===== config.mk =====
export PLATFORM = sky130hd
export DESIGN_NAME = lifo_stack
export DESIGN_NICKNAME = d
export VERILOG_FILES = /design/src/rtl/lifo_stack.sv
export SDC_FILE = /design/constraint.sdc
export NUM_CORES = 1
export LEC_CHECK = 0
export CAP_MARGIN = 20
export CORE_ASPECT_RATIO = 0.8
export CORE_UTILIZATION = 50
export CTS_CLUSTER_SIZE = 24
export DETAILED_ROUTE_END_ITERATION = 6
export PLACE_DENSITY = 0.71
export SLEW_MARGIN = 20
export SYNTH_ARGS = -nofsm -noshare
export SYNTH_HDL_FRONTEND = slang
export SYNTH_SLANG_ARGS = --single-unit

===== constraint.sdc =====
create_clock -name clk -period 5.4 [get_ports clk]
set_clock_uncertainty 0.1 [all_clocks]
set_input_delay 1.62 -clock clk [delete_from_list [all_inputs] [get_ports clk]]
set_output_delay 1.62 -clock clk [all_outputs]
set_load 0.01 [all_outputs]

===== src/rtl/lifo_stack.sv =====
// Parameterised LIFO data stack with peek/poke addressed by depth from the top.
// Read data is registered; depth/full/empty decode combinationally from the count.
module lifo_stack #(
    parameter int WIDTH = 56,
    parameter int DEPTH = 8,
    localparam int IW = $clog2(DEPTH) + 1
) (
    input  logic             clk,
    input  logic             rst_n,
    input  logic             push_en,
    input  logic             pop_en,
    input  logic             peek_en,
    input  logic             poke_en,
    input  logic [IW-1:0]    index,
    input  logic [WIDTH-1:0] data_in,
    output logic [WIDTH-1:0] data_out,
    output logic             full,
    output logic             empty,
    output logic [IW-1:0]    depth
);

    localparam int AW = (DEPTH > 1) ? $clog2(DEPTH) : 1;

    logic [WIDTH-1:0] mem [DEPTH];
    logic [IW-1:0]    count;
    logic [AW-1:0]    push_addr;
    logic [AW-1:0]    top_addr;
    logic [AW-1:0]    idx_addr;
    logic             idx_hit;
    logic             do_push;
    logic             do_poke;

    assign depth = count;
    assign full  = (count == IW'(DEPTH));
    assign empty = (count == '0);

    // Index i maps to mem[count-1-i]; only meaningful when i < count.
    assign push_addr = AW'(count);
    assign top_addr  = AW'(count - IW'(1));
    assign idx_addr  = AW'(count - index - IW'(1));
    assign idx_hit   = (index < count);

    assign do_push = push_en && !full;
    assign do_poke = !push_en && !pop_en && poke_en && idx_hit;

    always_ff @(posedge clk or negedge rst_n) begin
        if (!rst_n) begin
            count    <= '0;
            data_out <= '0;
        end else if (push_en) begin
            if (!full) begin
                count <= count + IW'(1);
            end
        end else if (pop_en) begin
            if (!empty) begin
                data_out <= mem[top_addr];
                count    <= count - IW'(1);
            end
        end else if (poke_en) begin
            data_out <= data_out;
        end else if (peek_en) begin
            data_out <= idx_hit ? mem[idx_addr] : '0;
        end
    end

    // Storage is not reset; contents are don't-care after reset.
    always_ff @(posedge clk) begin
        if (do_push) begin
            mem[push_addr] <= data_in;
        end else if (do_poke) begin
            mem[idx_addr] <= data_in;
        end
    end

endmodule


==> results.cfg <==
[run_status]
outcome = finished, final reports clean

[cts]
cts_hold_buf = 0
post_cts_resized = 0
number_of_buffers_created_by_cts = 50
ctsLongestPathBuffers = 3
htree_levels = 2
clk_pin_slew_ns = 0.06
ctsRootBufferMaster = clkbuf_16
post_cts_buffers = 0
cts_tree = yes
insertion_delay_ns = 0.58
cts.sink_count = 508

[logic_synthesis]
postSynthRegisterBits = 508
synth_nets = 1141
yosys.area.top_type = edfxtp_1
edff_count_synth = 448
synth_top_cell_area_share_pct = 59.4
post_synth_inst_count = 1066
synth_seq_area_share_pct = 66.0
synth_area_sq_um = 22700
synth_warnings = 0
syn_avg_cell_area_sq_um = 21.3
ys_async_sr_fraction_pct = 11.8
synth.top_cells.by_area = edfxtp_1 59%, mux4_2 22%, dfrtp_1 6.6%
synth_common_cells = 448 x edfxtp_1, 222 x mux4_2, 60 x dfrtp_1, 56 x a22o_1, 56 x mux2_2
ys_dominant_reg_cell = edfxtp_1
yosysMostFrequentCell = edfxtp_1
yosys.cell_types.count = 38

[floorplanning]
floorplan.die.width_um = 240
design.core.area_sq_um = 44500
initial_utilization_pct = 50.9
num_rows = 69
num_io_pins = 128
dieArea_sq_um = 46200
floorplan.die.height_um = 192

[critical_path]
crit_path_max_incr_delay_ns = 0.82
worstSetupPathType = in -> reg
required_time_of_the_critical_path_ns = 5.76
critPathMaxFanout = 24
cp-start-kind = input pin
arrival_ns = 4.78
crit_path_cell_trace = clkdlybuf4s50_1 > inv_1 > ha_4 > fa_4 > buf_12 > buf_4 > mux4_2 > mux2_2 > a221o_1
crit_path_end_kind = register
cp_slowest_cell = fa_4

[flow_run]
max_cap_violations = 0

[sta]
period_needed_ns = 4.42
setup_viol = 0
grt_setup_unrepaired = false
timing_max_transition_violations_final = 0
hold_viol = 0
max_freq_mhz = 226
timing.final.ws_setup_ns = 0.976
slew_headroom_pct = 31.3
min_period_over_period_pct = 81.9
worst_pin_slew_ns = 1.03
whs_ns = 0.414
setup-tns-final_ns = 0

[final_layout]
post_route_cells_drive_above_1_share_pct = 33.9
finish.net_count = 1275
syn_to_final_growth_pct = 17.9
layout.cells.non_filler = 1848
layout.core_utilization_pct = 60.0

[detailed_routing]
drt-vias-per-instance = 6.44
drt_pre_antenna_iters = 5
vias = 11900
drt-total-wl_um = 52200
postRouteAntennaNets = 0
drt_iter0_drc = 1063
drc_errors = 0
avgRoutedWirePerCell_um = 28.2

[grt]
grt_start_max_net_pins = 64
aggregate_global_route_resource_usage_pct = 23.2
grt_pass1_vias = 12600
grt_pass1_wl_um = 78300
initial_antenna_violation_count = 5
gr-total-overflow = 0

[placement]
placement.setup.worst_slack_ns = 0.366
dp.final_hpwl_um = 28300
place.gp.congestion = 0.772
buffer_ports.inserted = 127
numPlacedInstances = 1751

[pwr]
p_leak_nw = 8.73
ir_worst_vdd_v = 0.000495
power_density_nw_per_um2 = 626

[hold_path]
timing.hold.worst.class = reg -> reg
[final timing paths]
path | slack [ns] | endpoint | start | depth (start not counted)
max | 0.98 | data_out[52] | index[0] | 9
min | 0.41 | data_out[31] | data_out[31] | 1
max reg2reg | 1.95 | data_out[5] | depth[0] | 5
min reg2reg | 0.41 | data_out[31] | data_out[31] | 1
max in group asynchronous | 3.29 | data_out[12] | rst_n | 2
min in group asynchronous | 0.96 | data_out[33] | rst_n | 1
[logic make-up (layout without fill, tap and decap cells)]
kind of cell    after synthesis  count (layout)  synth area share (%)
buf+inv                      98             274                  2.18
other cells                   0               3                     0
mux                         282             282                  25.0
xor+xnor                      6               6                 0.232
fa+ha+maj                     9               9                 0.530
compound gates              136             136                  5.39
simple gates                 27              27                 0.668
flops                       508             508                  66.0
[metal layers]
layer,vias up,global-route usage [%],share of wire (%)
li1,4976,-,-
met3,74,3.69,6.3
met5,-,0,0.050
met2,462,38.1,50
met1,6388,32.3,42
met4,4,7.15,2.0
[power by group]
group	switching (W)	internal (W)	total [W]
Sequential	0.000433	0.00518	0.00561
Clock	0.00146	0.00227	0.00373
Combinational	0.00341	0.00399	0.00741
Total	0.00531	0.0114	0.0167
[registers in the layout, summed over array words and instances, names as in the netlist]
| name | cells |
|---|---|
| data_out | 56 |
| mem | 448 |
| depth | 4 |
[critical path: cells and delay by family]
| family | cells | cell delay, ns |
|---|---|---|
| compound gates | 1 | 0.32 |
| mux | 2 | 0.78 |
| buf+inv | 4 | 1.02 |
| fa+ha+maj | 2 | 0.99 |
[layout by cell type (no fill, tap or decap), types with 2 or more instances in the layout]
master,instances
buf_4,26
nand2b_1,2
nor3_1,2
dfrtp_1,59
a2bb2oi_1,3
clkinv_1,4
xnor2_1,4
inv_1,11
a221o_1,55
clkdlybuf4s50_1,126
a21oi_4,9
diode_2,3
ha_1,6
nand4_1,6
clkbuf_1,8
a41oi_1,2
a22o_1,56
and2_1,2
mux4_2,222
a311o_1,5
clkinvlp_4,3
buf_12,17
bufinv_16,8
mux2i_1,4
clkbuf_8,7
ha_4,2
clkinv_2,10
nor2_1,8
clkbuf_16,53
edfxtp_1,448
a21oi_1,2
mux2_2,56
[final cells by class]
cell class / instances / area, sq um
Multi-Input combinational cell: 460 / 7380
Timing Repair Buffer: 169 / 1800
Sequential cell: 508 / 15000
Inverter: 11 / 41.3
Fill cell: 3139 / 17800
Tap cell: 603 / 754
Antenna cell: 3 / 7.51
Clock buffer: 68 / 1450
Clock inverter: 26 / 337
[stage by stage]
step | total power, W | instance area [sq um]
floorplan | 0.0110 | 22700
global placement | 0.0130 | 24900
detailed placement | 0.0132 | 24900
CTS | 0.0169 | 26700
global route | 0.0175 | 26700
finish | 0.0167 | 26700
No activity file was read; power rests on OpenSTA's default activity.
